`src/rtl/bit_serial_tx.sv`:
```
// Byte-to-serial transmitter: start bit, 8 data bits LSB first, optional even parity, stop bit.
// Optional parity bit enabled by defining BIT_SERIAL_TX_PARITY_EN.
module bit_serial_tx #(
  parameter int unsigned CLKS_PER_BIT = 4
) (
  input  logic       inClk,
  input  logic       inRst,
  input  logic [7:0] inData,
  input  logic       inValid,
  output logic       outReady,
  output logic       outTx,
  output logic       outBusy,
  output logic       outDone
);

  localparam int unsigned CNT_W = $clog2(CLKS_PER_BIT + 1);
  localparam logic [CNT_W-1:0] CNT_LAST = CNT_W'(CLKS_PER_BIT - 1);
  localparam logic [CNT_W-1:0] CNT_PRE  = CNT_W'(CLKS_PER_BIT - 2);
  localparam logic ONE_CYCLE = (CLKS_PER_BIT == 1);

  typedef enum logic [2:0] {
    S_IDLE,
    S_START,
    S_DATA,
`ifdef BIT_SERIAL_TX_PARITY_EN
    S_PARITY,
`endif
    S_STOP
  } state_t;

  state_t           r_state;
  logic [CNT_W-1:0] r_cnt;
  logic [2:0]       r_bit;
  logic [7:0]       r_shift;
  logic             r_tx;
  logic             r_ready;
  logic             r_busy;
  logic             r_done;
  logic             w_bit_end;

  assign w_bit_end = (r_cnt == CNT_LAST);

  // Frame sequencer; outDone is raised on the edge that enters the last STOP cycle.
  always_ff @(posedge inClk or posedge inRst) begin
    if (inRst) begin
      r_state <= S_IDLE;
      r_cnt   <= '0;
      r_bit   <= '0;
      r_shift <= '0;
      r_tx    <= 1'b1;
      r_ready <= 1'b1;
      r_busy  <= 1'b0;
      r_done  <= 1'b0;
    end else begin
      r_done <= 1'b0;
      if (r_state != S_IDLE) begin
        r_cnt <= w_bit_end ? '0 : r_cnt + CNT_W'(1);
      end
      case (r_state)
        S_IDLE: begin
          if (inValid) begin
            r_shift <= inData;
            r_state <= S_START;
            r_tx    <= 1'b0;
            r_ready <= 1'b0;
            r_busy  <= 1'b1;
            r_cnt   <= '0;
            r_bit   <= '0;
          end
        end
        S_START: begin
          if (w_bit_end) begin
            r_state <= S_DATA;
            r_tx    <= r_shift[0];
          end
        end
        S_DATA: begin
          if (w_bit_end) begin
            // Rotation leaves the latched byte intact after eight bits.
            r_bit   <= r_bit + 3'd1;
            r_shift <= {r_shift[0], r_shift[7:1]};
            if (r_bit == 3'd7) begin
`ifdef BIT_SERIAL_TX_PARITY_EN
              r_state <= S_PARITY;
              r_tx    <= ^r_shift;
`else
              r_state <= S_STOP;
              r_tx    <= 1'b1;
              r_done  <= ONE_CYCLE;
`endif
            end else begin
              r_tx <= r_shift[1];
            end
          end
        end
`ifdef BIT_SERIAL_TX_PARITY_EN
        S_PARITY: begin
          if (w_bit_end) begin
            r_state <= S_STOP;
            r_tx    <= 1'b1;
            r_done  <= ONE_CYCLE;
          end
        end
`endif
        S_STOP: begin
          if (w_bit_end) begin
            r_state <= S_IDLE;
            r_tx    <= 1'b1;
            r_ready <= 1'b1;
            r_busy  <= 1'b0;
          end else if (!ONE_CYCLE && (r_cnt == CNT_PRE)) begin
            r_done <= 1'b1;
          end
        end
        default: begin
          r_state <= S_IDLE;
          r_tx    <= 1'b1;
          r_ready <= 1'b1;
          r_busy  <= 1'b0;
        end
      endcase
    end
  end

  assign outReady = r_ready;
  assign outTx    = r_tx;
  assign outBusy  = r_busy;
  assign outDone  = r_done;

endmodule

```
`config.mk`:
```
export PLATFORM = sky130hd
export DESIGN_NAME = bit_serial_tx
export DESIGN_NICKNAME = d
export VERILOG_FILES = /design/src/rtl/bit_serial_tx.sv
export SDC_FILE = /design/constraint.sdc
export NUM_CORES = 1
export LEC_CHECK = 0
export CORE_MARGIN = 4
export CORE_UTILIZATION = 56
export DETAILED_ROUTE_END_ITERATION = 10
export PLACE_DENSITY_LB_ADDON = 0.12
export RECOVER_POWER = 25
export SLEW_MARGIN = 20
export SYNTH_ARGS = -nofsm -noshare
export SYNTH_HDL_FRONTEND = slang
export SYNTH_SLANG_ARGS = --single-unit
export TNS_END_PERCENT = 1
```
`constraint.sdc`:
```
create_clock -name inClk -period 3.15 [get_ports inClk]
set_input_delay 0.63 -clock inClk [delete_from_list [all_inputs] [get_ports inClk]]
set_output_delay 0.63 -clock inClk [all_outputs]
set_load 0.005 [all_outputs]
```
==> flow_metrics.tcl, run 1 <==
set metrics [dict create \
    ant_nets 0 \
    swShare_pct 38.7 \
    placed_area_mm2 0.00121 \
    fin_crit_sh_pct 67.3 \
    syn-num-nets 116 \
    grt_pass1_vias 741 \
    first_iter_violations 7 \
    slew_headroom_pct 47.5 \
    synth_area_leader_cell "dfrtp_1" \
    power_density_mw_per_mm2 1040 \
    period_needed_ns 2.12 \
    worstHoldPathType "register to register" \
    postLayoutCellArea_mm2 0.00124 \
    post_cts_buffers 0 \
    area_growth_pct 17.1 \
    drv_slew 0 \
    num_rows 15 \
    layout.nets 131 \
    arrival_ns 2.34 \
    dieArea_mm2 0.00265 \
    port_buffers 14 \
    die_height_um 51.5 \
    grt_pass1_wl_mm 3.19 \
    syn_area_mm2 0.00106 \
    drcViolationCount 0 \
    io_pins 15 \
    r2r-end "r_bit[0]" \
    overflow 0 \
    reg2reg_from "r_state[0]" \
    postCtsHoldBufs 0 \
    dp_hpwl_mm 1.32 \
    clockRootBuffer "clkbuf_4" \
    cts_tree "yes" \
    crit_type "register to register" \
    clockBufferDepth 2 \
    rsz0062_at_grt "no" \
    async_flop_share_pct 100 \
    drt_pre_antenna_iters 4 \
    worst-slew-pin-transition_ns 0.788 \
    core_area_mm2 0.00176 \
    yosysWarnings 0 \
    fmax_mhz 472 \
    peakVddDrop_mv 0.612 \
    ys_seq_area_share_pct 47.4 \
    skew_ns 0.00457 \
    leakage_nw 0.553 \
    cts.sinks 20 \
    tns_ns 0 \
    yosys-top-cells-area "dfrtp_1 42%, ha_1 9.4%, mux2i_1 8.5%, dfstp_2 5.0%, a21oi_1 4.2%" \
    ys_types 28 \
    hold_viol 0 \
    clkTransAtPathRegs_ns 0.11 \
    pwr-share-clk_pct 11.0 \
    syn_avg_cell_area_um2 10.9 \
    hp-start "r_cnt[2]" \
    grt_max_degree 23 \
    critPathLaunchType "register" \
    routed_wl_mm 1.77 \
    cts_buffers 3 \
    comb_power_share_pct 54.0 \
    num_vias 707 \
    critPathRequiredTime_ns 3.37 \
    nFillCells 151 \
    reg2reg_depth 7 \
    cap_violations 0 \
    r2r_slack_ns 1.03 \
    synth_top_area_share_pct 42.5 \
    drt-vias-per-instance 5.20 \
    netlist_instances 97 \
    synth_top_flop_cell "dfrtp_1" \
    cp-endpoint "r_bit[0]" \
    grt_use_total_pct 16.4 \
    gp_congestion 0.808 \
    wl_per_cell_um 13.0 \
    antenna_found_initial 0 \
    worstPathMaxFanout 22 \
    diodes 0 \
    dieWidth_um 51.5 \
    layout-drive-gt1-share_pct 13.5 \
    clkLatencyLatePin_ns 0.29 \
    cts_resized 0 \
    synth_seq_cells 20 \
    p_seq_share_pct 35.0 \
    setup_viol 0 \
    cts-htree-levels 1 \
    intPower_uw 795 \
    crit_start "r_state[0]" \
    end_kind "register" \
    synth_edf_count 0 \
    power.switching_uw 501 \
    initial_core_util_pct 60.1 \
    outcome "completed" \
]
worst max-delay path: stages, from the launching register on:
cell	delay (ns)
dfrtp_1	0.44
inv_1	0.10
ha_1	0.68
nor2_1	0.11
a211oi_2	0.24
buf_4	0.27
nand2_1	0.07
mux2i_1	0.14
per-stage QoR:
| step | utilization (%) | cells | hold WS, ns | setup slack, ns | power, mW |
|---|---|---|---|---|---|
| finish | 70.4 | 136 | 0.468 | 1.03 | 1.30 |
| global route | 70.4 | 136 | 0.502 | 0.839 | 1.41 |
| CTS | 70.4 | 136 | 0.467 | 1.04 | 1.31 |
| detailed placement | 68.4 | 132 | 0.460 | 1.02 | 1.16 |
| global placement | 68.4 | 132 | 0.449 | 1.07 | 1.13 |
| floorplan | - | 97 | 0.428 | 1.45 | 1.01 |
layout by cell type (no fill, tap or decap):
| cell | n |
|---|---|
| a21o_4 | 1 |
| ha_1 | 8 |
| o21ai_0 | 4 |
| dfrtp_1 | 18 |
| clkbuf_8 | 1 |
| nand2b_4 | 2 |
| clkbuf_4 | 3 |
| o31ai_1 | 1 |
| o22ai_1 | 2 |
| a21oi_1 | 9 |
| dfstp_2 | 2 |
| nor2b_1 | 1 |
| mux2i_1 | 9 |
| clkdlybuf4s50_1 | 13 |
| mux2_4 | 1 |
| nor2b_4 | 1 |
| nor3b_2 | 1 |
| o32a_1 | 1 |
| nand3_1 | 2 |
| o21ai_1 | 1 |
| nor3_1 | 1 |
| nor2_1 | 11 |
| nand2_1 | 6 |
| mux2_1 | 1 |
| buf_4 | 1 |
| inv_1 | 6 |
| mux2_2 | 1 |
| a211oi_2 | 1 |
| o21a_1 | 1 |
| dlygate4sd3_1 | 1 |
routing by layer:
layer  global-route usage [%]  wire [um]  up-vias
li1                         -          -      359
met5                        0          0        -
met2                     28.0        859       16
met1                     19.7        819      330
met3                     3.44         69        2
met4                     7.86         24        0
synthesized netlist by cell type, types with 2 or more instances:
master    instances
o22ai_1           2
dfstp_2           2
nand2_1           6
o21ai_0           4
nand2b_4          2
nand3_1           2
buf_2             3
nor2_1           11
mux2i_1           9
dfrtp_1          18
ha_1              8
a21oi_1           9
inv_1             6
worst min-delay path by stage:
| stage | endpoint | slack [ns] | depth (start not counted) |
|---|---|---|---|
| after floorplan | outDone | 0.43 | 1 |
| after global placement | outDone | 0.45 | 1 |
| after detailed placement | outDone | 0.46 | 1 |
| after CTS | outDone | 0.47 | 1 |
| after global routing | outDone | 0.50 | 1 |
| final | outDone | 0.47 | 1 |
cells by family after synthesis:
family          after synthesis  synth area share, %
mux                          12                 12.0
simple gates                 25                 13.1
flops                        20                 47.4
fa+ha+maj                     8                 9.43
buf+inv                      11                 5.31
compound gates               21                 12.7
layout make-up:
| type | count | area, um^2 | share of cell area (%) |
|---|---|---|---|
| Clock buffer | 4 | 36.3 | 2.92 |
| Inverter | 6 | 22.5 | 1.81 |
| Multi-Input combinational cell | 66 | 502 | 40.4 |
| Sequential cell | 20 | 503 | 40.5 |
| Tap cell | 25 | 31.3 | 2.52 |
| Timing Repair Buffer | 15 | 148 | 11.9 |
power by group through the flow:
stage          sequential [mW]  clock, mW  combinational, mW
6_report                 0.454      0.142              0.700
5_1_grt                  0.471      0.164              0.780
4_1_cts                  0.454      0.149              0.708
3_5_place_dp             0.460          0              0.705
3_3_place_gp             0.454          0              0.674
2_1_floorplan            0.443          0              0.564
sequential cells by signal, indices dropped and copies added, names as in the netlist:
register and cells:
outTx 1, r_shift 8, outReady 1, r_state 2, outDone 1, outBusy 1
r_cnt 3, r_bit 3
(Power assumes the default switching activity.)
==> run 2: changes to the inputs <==
--- a/config.mk
+++ b/config.mk
@@ -6,7 +6,7 @@
 export NUM_CORES = 1
 export LEC_CHECK = 0
 export CORE_MARGIN = 4
-export CORE_UTILIZATION = 56
+export CORE_UTILIZATION = 47
 export DETAILED_ROUTE_END_ITERATION = 10
 export PLACE_DENSITY_LB_ADDON = 0.12
 export RECOVER_POWER = 25
==> constraint.sdc (replaced) <==
create_clock -name inClk -period 1.9 [get_ports inClk]
set_input_delay 0.38 -clock inClk [delete_from_list [all_inputs] [get_ports inClk]]
set_output_delay 0.38 -clock inClk [all_outputs]
set_load 0.005 [all_outputs]
==> run 2 against run 1 <==
Effect of this change: sequential cell count did not move; final cell count rose by 4.4%; sequential power rose by 65%; sequential share of layout area fell by 1.3 points; final area rose by 3.3%; register-to-register slack got worse by 0.85 ns; setup slack got worse by 0.86 ns.
==> flow_metrics.tcl, run 2 (synthesis results as in run 1) <==
set metrics [dict create \
    outcome "completed" \
    fmax_mhz 578 \
    critPathLaunchType "register" \
    layout_common_cells "18 x dfrtp_1, 13 x clkdlybuf4s50_1, 11 x nor2_1, 9 x mux2i_1, 9 x a21oi_1" \
    skew_ns 0.000429 \
    worst-slew-pin-transition_ns 1.04 \
    fin_crit_sh_pct 91.0 \
    worstHoldPathType "register to register" \
    antenna_found_initial 0 \
    post_cts_buffers 0 \
    peakVddDrop_mv 0.898 \
    slew_headroom_pct 30.4 \
    first_iter_violations 9 \
    postCtsHoldBufs 0 \
    drt_pre_antenna_iters 3 \
    crit_start "outReady" \
    layout.nets 135 \
    clockBufferDepth 2 \
    core_area_mm2 0.00204 \
    overflow 0 \
    drv_slew 0 \
    r2r_slack_ns 0.18 \
    cp-endpoint "outReady" \
    r2r-end "r_state[1]" \
    dieWidth_um 55.5 \
    largest_register_ffs 8 \
    tns_ns 0 \
    arrival_ns 1.35 \
    power_density_mw_per_mm2 1750 \
    clockRootBuffer "clkbuf_4" \
    grt_pass1_wl_mm 3.22 \
    critical_path_buf_inv_count 1 \
    critPathTopFamily "flip-flops" \
    cap_violations 0 \
    critPathMaxStageDelay_ns 0.55 \
    worstPathMaxFanout 2 \
    top_register "r_shift" \
    end_kind "primary output" \
    final_common_cell "dfrtp_1" \
    reg_top3 "r_shift: 8 flops, r_bit: 3 flops, r_cnt: 3 flops" \
    num_vias 748 \
    rsz0062_at_grt "no" \
    crit_type "register to primary output" \
    port_buffers 14 \
    setup_viol 0 \
    cpMaxStageDelayCell "dfstp_2" \
    cts_resized 0 \
    area_growth_pct 21.0 \
    cts-htree-levels 1 \
    wl_per_cell_um 13.0 \
    layout-drive-gt1-share_pct 15.7 \
    drt-vias-per-instance 5.27 \
    dp_hpwl_mm 1.42 \
    clkTransAtPathRegs_ns 0.10 \
    diodes 0 \
    path_cells "clkdlybuf4s50_1" \
    initial_core_util_pct 52.0 \
    hold_viol 0 \
    critPathRequiredTime_ns 1.52 \
    reg2reg_from "r_state[0]" \
    num_rows 16 \
    clkLatencyLatePin_ns 0.30 \
    leakage_nw 0.573 \
    reg2reg_depth 6 \
    die_height_um 55.5 \
    routed_wl_mm 1.85 \
    cts_tree "yes" \
    io_pins 15 \
    dieArea_mm2 0.00308 \
    cts_buffers 3 \
    gp_congestion 0.865 \
    worst_slack_ns 0.171 \
    cp.depth 1 \
    ant_nets 0 \
    grt_use_total_pct 13.3 \
    drcViolationCount 0 \
    grt_max_degree 23 \
    period_needed_ns 1.73 \
    cts.sinks 20 \
    pre_cts_slack_ns 0.0230 \
    grt_pass1_vias 777 \
]
-- run 2: changes by cell type in the layout (fill, tap and decap cells not counted), sizes merged --
cell	previous run	this run
buf	1	4
clkbuf	4	5
-- run 2: metrics by stage --
| stage | std cells | power (mW) | hold WS (ns) | util, % | cell area (um^2) |
|---|---|---|---|---|---|
| 3_3_place_gp | 138 | 1.98 | 0.449 | 61.3 | 1250 |
| 3_5_place_dp | 138 | 2.03 | 0.478 | 61.3 | 1250 |
| 6_report | 142 | 2.25 | 0.485 | 62.9 | 1280 |
| 5_1_grt | 142 | 2.45 | 0.518 | 62.9 | 1280 |
| 4_1_cts | 142 | 2.29 | 0.398 | 63.1 | 1290 |
| 2_1_floorplan | 97 | 1.67 | 0.342 | - | 1060 |
-- run 2: how the worst min path moves through the flow --
stage	from	to	slack, ns	cells past startpoint
floorplan	inRst	outBusy	0.34	1
global route	r_cnt[2]	outDone	0.52	1
CTS	inRst	r_cnt[1]	0.40	3
detailed placement	r_cnt[2]	outDone	0.48	1
finish	r_cnt[2]	outDone	0.49	1
global placement	r_cnt[2]	outDone	0.45	1
-- run 2: cell type report --
class,instances,area [um^2]
Fill cell,181,758
Multi-Input combinational cell,66,502
Timing Repair Buffer,19,186
Sequential cell,20,503
Clock buffer,4,36.3
Inverter,6,22.5
Tap cell,27,33.8
-- run 2: per-layer routing --
layer / GRT usage [%] / routed length, um / vias up
li1: - / - / 367
met2: 23.6 / 920 / 18
met5: 0 / 0 / -
met1: 14.1 / 789 / 356
met4: 7.99 / 48 / 0
met3: 3.26 / 88 / 7
-- run 2: report_power, final --
group | internal (mW) | leakage, nW | switching, mW
sequential | 0.635 | 0.238 | 0.116
clock | 0.117 | 0.0210 | 0.123
combinational | 0.653 | 0.314 | 0.608
total | 1.40 | 0.573 | 0.847
==> run 3: changes to the inputs <==
--- a/config.mk
+++ b/config.mk
@@ -6,7 +6,7 @@
 export NUM_CORES = 1
 export LEC_CHECK = 0
 export CORE_MARGIN = 4
-export CORE_UTILIZATION = 47
+export CORE_UTILIZATION = 31
 export DETAILED_ROUTE_END_ITERATION = 10
 export PLACE_DENSITY_LB_ADDON = 0.12
 export RECOVER_POWER = 25
==> run 3 against run 2 <==
Effect of this change: fmax increased by 0.13%; largest power group unchanged; sequential power about the same; sequential cell count unchanged; via count decreased by 3.3%; clock power decreased by 14%; non-clock buffer count unchanged.
==> flow_metrics.tcl, run 3 (synthesis results as in run 1) <==
set metrics [dict create \
    outcome "completed" \
    layout-drive-gt1-share_pct 14.8 \
    layout.nets 135 \
    peakVddDrop_mv 0.518 \
    worst-slew-pin-transition_ns 0.601 \
    initial_core_util_pct 33.7 \
    postCtsHoldBufs 0 \
    crit_type "register to register" \
    arrival_ns 1.92 \
    fin_crit_sh_pct 90.9 \
    power_density_mw_per_mm2 1660 \
    grt_pass1_wl_mm 3.47 \
    clkLatencyLatePin_ns 0.30 \
    period_needed_ns 1.73 \
    critPathLaunchType "register" \
    slew_headroom_pct 60.0 \
    critPathRequiredTime_ns 2.09 \
    clkTransAtPathRegs_ns 0.11 \
    nFillCells 351 \
    cts-htree-levels 1 \
    area_growth_pct 20.9 \
    grt_max_degree 23 \
    hold_viol 0 \
    setup_viol 0 \
    r2r_slack_ns 0.17 \
    rsz0062_at_grt "no" \
    pre_cts_slack_ns 0.0278 \
    leakage_nw 0.564 \
    num_rows 20 \
    clockRootBuffer "clkbuf_4" \
    drt-vias-per-instance 4.55 \
    cap_violations 0 \
    regArea_um2 503 \
    final_common_cell "dfrtp_1" \
    cts_tree "yes" \
    dieWidth_um 66.5 \
    reg2reg_from "r_state[0]" \
    layout_common_cells "18 x dfrtp_1, 13 x clkdlybuf4s50_1, 11 x nor2_1, 9 x mux2i_1, 9 x a21oi_1" \
    reg_top3 "r_shift: 8 flops, r_bit: 3 flops, r_cnt: 3 flops" \
    cts_resized 0 \
    worst_slack_ns 0.173 \
    r2r-end "r_state[1]" \
    port_buffers 14 \
    dieArea_mm2 0.00442 \
    grt_pass1_vias 800 \
    clockBufferDepth 2 \
    largest_register_ffs 8 \
    num_vias 723 \
    io_pins 15 \
    skew_ns 0.00172 \
    crit_start "r_state[0]" \
    fmax_mhz 579 \
    overflow 0 \
    routed_wl_mm 1.86 \
    post_cts_buffers 0 \
    multiInputGateArea_um2 502 \
    end_kind "register" \
    reg2reg_depth 5 \
    worstHoldPathType "input pin to asynchronous set/reset pin" \
    worstPathMaxFanout 6 \
    antenna_found_initial 0 \
    ant_nets 0 \
    core_area_mm2 0.00315 \
    diodes 0 \
    drcViolationCount 0 \
    top_register "r_shift" \
    cts_buffers 3 \
    wl_per_cell_um 11.7 \
    dp_hpwl_mm 1.41 \
    drv_slew 0 \
    drt_pre_antenna_iters 4 \
    cts.sinks 20 \
    grt_use_total_pct 10.4 \
    die_height_um 66.5 \
    gp_congestion 0.792 \
    first_iter_violations 23 \
    tns_ns 0 \
    cp-endpoint "r_state[1]" \
]
-- run 3: cell counts in the layout (fill, tap and decap cells not counted) --
Identical to the previous run, type by type.
-- run 3: worst min-delay path by stage --
| stage | startpoint | endpoint | slack, ns | cells past startpoint |
|---|---|---|---|---|
| 6_report | inRst | r_cnt[2] | 0.48 | 2 |
| 5_1_grt | inRst | r_cnt[0] | 0.50 | 2 |
| 4_1_cts | inRst | r_cnt[0] | 0.35 | 2 |
| 3_5_place_dp | r_cnt[2] | outDone | 0.46 | 1 |
| 3_3_place_gp | r_cnt[2] | outDone | 0.45 | 1 |
| 2_1_floorplan | inRst | outBusy | 0.34 | 1 |
-- run 3: critical path: stages, from the launching register on --
cell and delay [ns]:
dfrtp_1 0.42, inv_1 0.08, ha_1 0.27, o21ai_1 0.26, nor3b_2 0.26, mux2_1 0.34
-- run 3: report_power, final --
| part | internal [mW] | leakage, nW | switching, mW |
|---|---|---|---|
| registers | 0.634 | 0.238 | 0.114 |
| logic | 0.598 | 0.311 | 0.577 |
| clock network | 0.0818 | 0.0150 | 0.125 |
-- run 3: area by class of cell --
class                   count  share of cell area [%]
clock buffers               4                    2.05
inverters                   6                    1.76
multi-input cells          66                    39.1
flip-flops and latches     20                    39.2
well taps                  44                    4.29
repair buffers             19                    13.6
-- run 3: per-layer routing --
metal | part of all wire [%] | GRT usage [%] | vias up | wire (um)
met5 | 0 | 0 | - | 0
met4 | 1.7 | 3.81 | 0 | 31
met3 | 3.7 | 3.54 | 5 | 68
met2 | 46 | 16.7 | 14 | 859
met1 | 48 | 12.7 | 339 | 903
li1 | - | - | 365 | -
-- run 3: per-stage QoR --
step	power [mW]	instances	utilization (%)	hold WS, ns	area [um^2]
after floorplan	1.67	97	-	0.342	1060
after CTS	2.17	159	40.8	0.354	1290
after global routing	2.37	159	40.7	0.500	1280
final	2.13	159	40.7	0.475	1280
after global placement	1.92	155	40.0	0.448	1260
after detailed placement	1.95	155	40.0	0.457	1260
==> edit: new RTL, config.mk and constraints of run 3 <==
Build with the macro `BIT_SERIAL_TX_PARITY_EN` defined.
--- a/src/rtl/bit_serial_tx.sv
+++ b/src/rtl/bit_serial_tx.sv
@@ -1,5 +1,7 @@
 // Byte-to-serial transmitter: start bit, 8 data bits LSB first, optional even parity, stop bit.
 // Optional parity bit enabled by defining BIT_SERIAL_TX_PARITY_EN.
+`define BIT_SERIAL_TX_PARITY_EN
+
 module bit_serial_tx #(
   parameter int unsigned CLKS_PER_BIT = 4
 ) (
Function: same outputs for any inputs over 10 cycles, from zero or initial values and one cycle with inRst high; that may be too few to reach the edited logic, so the function may still have changed.
==> edit against run 3 <==
Via count up 9.0%; register-to-register slack better by 110 ps; wire length rose by 12%; synthesized area grew 7.5%; cell area grew 7.4%; sequential cell count grew 1; setup slack improved by 21 ps; sequential share of layout area shrank 0.89 points; utilization down 0.65 points; total power fell by 6.2%; highest routed layer unchanged.
==> edit: results (changes against run 3) <==
- Leakage Power: 0.584 nW (was 0.564 nW)
- Post-Synth XOR/XNOR Area: 0.0702 (was 0)
- Int Power: 1.28 mW (was 1.31 mW)
- Number of diodes: 0 (unchanged)
- Pre-CTS setup slack: 172 ps (was 27.8 ps)
- Sequential element share of the synthesized area: 0.463 (was 0.474)
- Post-synth EDFFs: 0 (unchanged)
- Adder-cell share of the synthesized area: 0.0439 (was 0.0943)
- Setup slack, reg-to-reg: 280 ps (was 170 ps)
- CTS clk-pin slew, worst paths: 80 ps (was 110 ps)
- Dpl hpwl: 1.55 mm (was 1.41 mm)
- GRT Total Usage: 0.109 (was 0.104)
- WP data arrival: 1330 ps (was 1920 ps)
- Placed Instances: 164 (was 155)
- R2R depth: 6 (was 5)
- Buffers on Ports: 14 (unchanged)
- Final GP Congestion: 0.791 (was 0.792)
- RR Endpoint: outTx$_DFFE_PP1P_ (was r_state[1]$_DFFE_PP0P_)
- Slew headroom: 0.236 (was 0.600)
- Min-Delay Path Class: reg -> reg (was in -> async)
- Count of cell types in the netlist: 31 (was 28)
- Vias per cell: 4.69 (was 4.55)
- CTS buffer count: 3 (unchanged)
- Hold_ws: 481 ps (was 475 ps)
- Worst IR Drop VDD: 0.554 mV (was 0.518 mV)
- CP max stage delay: 560 ps (was 420 ps)
- DR WL/cell: 12.4 um (was 11.7 um)
- Reg2Reg Launch Point: r_cnt[0]$_DFF_PP0_ (was r_state[0]$_DFFE_PP0P_)
- Critical path fanouts, max: 3 (was 6)
- Commonest cells in the netlist: dfrtp_1, nand2_1, o21ai_0 (was dfrtp_1, nor2_1, a21oi_1, mux2i_1, ha_1)
- Max stage delay cell, worst path: dfstp_2 (was dfrtp_1)
- Outcome: finished clean (unchanged)
- Clk Latency, worst-skew pair: 260 ps (was 300 ps)
- DP Area: 1340 um2 (was 1260 um2)
- Iteration-0 DRC Markers: 43 (was 23)
- Final Skew: 2.10 ps (was 1.72 ps)
- Top post-synthesis cells by area: dfrtp_1, mux2i_1, o21ai_0, dfstp_2, nand2_1 (was dfrtp_1, ha_1, mux2i_1, dfstp_2, a21oi_1)
- First-pass GRT wire length: 3.69 mm (was 3.47 mm)
- Fin nets: 138 (was 135)
- Finished Layout Cells: 168 (was 159)
- Pin count of the biggest net entering global routing: 22 (was 23)
- Post-synthesis mux area share: 0.0899 (was 0.120)
- Root Buffer: clkbuf_8 (was clkbuf_4)
- Synth Area in Compound Gates: 0.140 (was 0.127)
- Avg Cell Area, Syn: 11.0 um2 (was 10.9 um2)
- Crit. Startpoint: outTx$_DFFE_PP1P_ (was r_state[0]$_DFFE_PP0P_)
- Vias in the first global route: 790 (was 800)
- Ratio of cells with drive above 1 in the final layout: 0.156 (was 0.148)
- Worst Setup End Kind: output port (was flop)
## edit: changes by cell type after synthesis, moves of 3 or more
cell / before / now
ha_1: 8 / 4
nor2_1: 11 / 4
buf_2: 3 / 0
a21oi_1: 9 / 4
a22o_1: 0 / 3
nand2_1: 6 / 14
o21ai_0: 4 / 12
inv_1: 6 / 3
nand3b_1: 0 / 3
## edit: logic make-up (layout without fill, tap and decap cells)
kind of cell / count (synthesis) / in the layout
mux: 10 / 10
buf+inv: 8 / 26
flops: 21 / 21
fa+ha+maj: 4 / 4
simple gates: 29 / 29
xor+xnor: 6 / 6
compound gates: 26 / 26
## edit: per-layer routing
layer,vias to the layer above,GRT usage,wire (um)
met1,377,0.158,1080
met2,11,0.150,944
li1,398,-,-
met5,-,0,0
met3,2,0.0340,53
met4,0,0.0372,17
## edit: power by group through the flow
stage                     combinational (mW)  clock [mW]  sequential [mW]
after floorplan                        0.769           0            0.740
after global placement                 0.881           0            0.828
after detailed placement               0.889           0            0.835
after CTS                              0.893       0.305            0.824
after global routing                    1.01       0.320            0.856
final                                  0.876       0.299            0.822
## edit: cell type report
| class | count | area, um2 | share of cell area |
|---|---|---|---|
| inverters | 3 | 11.3 | 0.00817 |
| clock buffers | 3 | 41.3 | 0.0300 |
| well taps | 46 | 57.6 | 0.0418 |
| multi-input cells | 75 | 561 | 0.407 |
| flip-flops and latches | 21 | 528 | 0.383 |
| repair buffers | 19 | 174 | 0.126 |
| clock inverters | 1 | 5.00 | 0.00363 |
## edit: how the worst max path moves through the flow
stage                                   to  slack [ps]
floorplan                outTx$_DFFE_PP1P_         420
detailed placement       outTx$_DFFE_PP1P_         170
global route        r_shift[4]$_DFFE_PP0P_          90
finish                               outTx         190
global placement         outTx$_DFFE_PP1P_         200
CTS                                  outTx         190
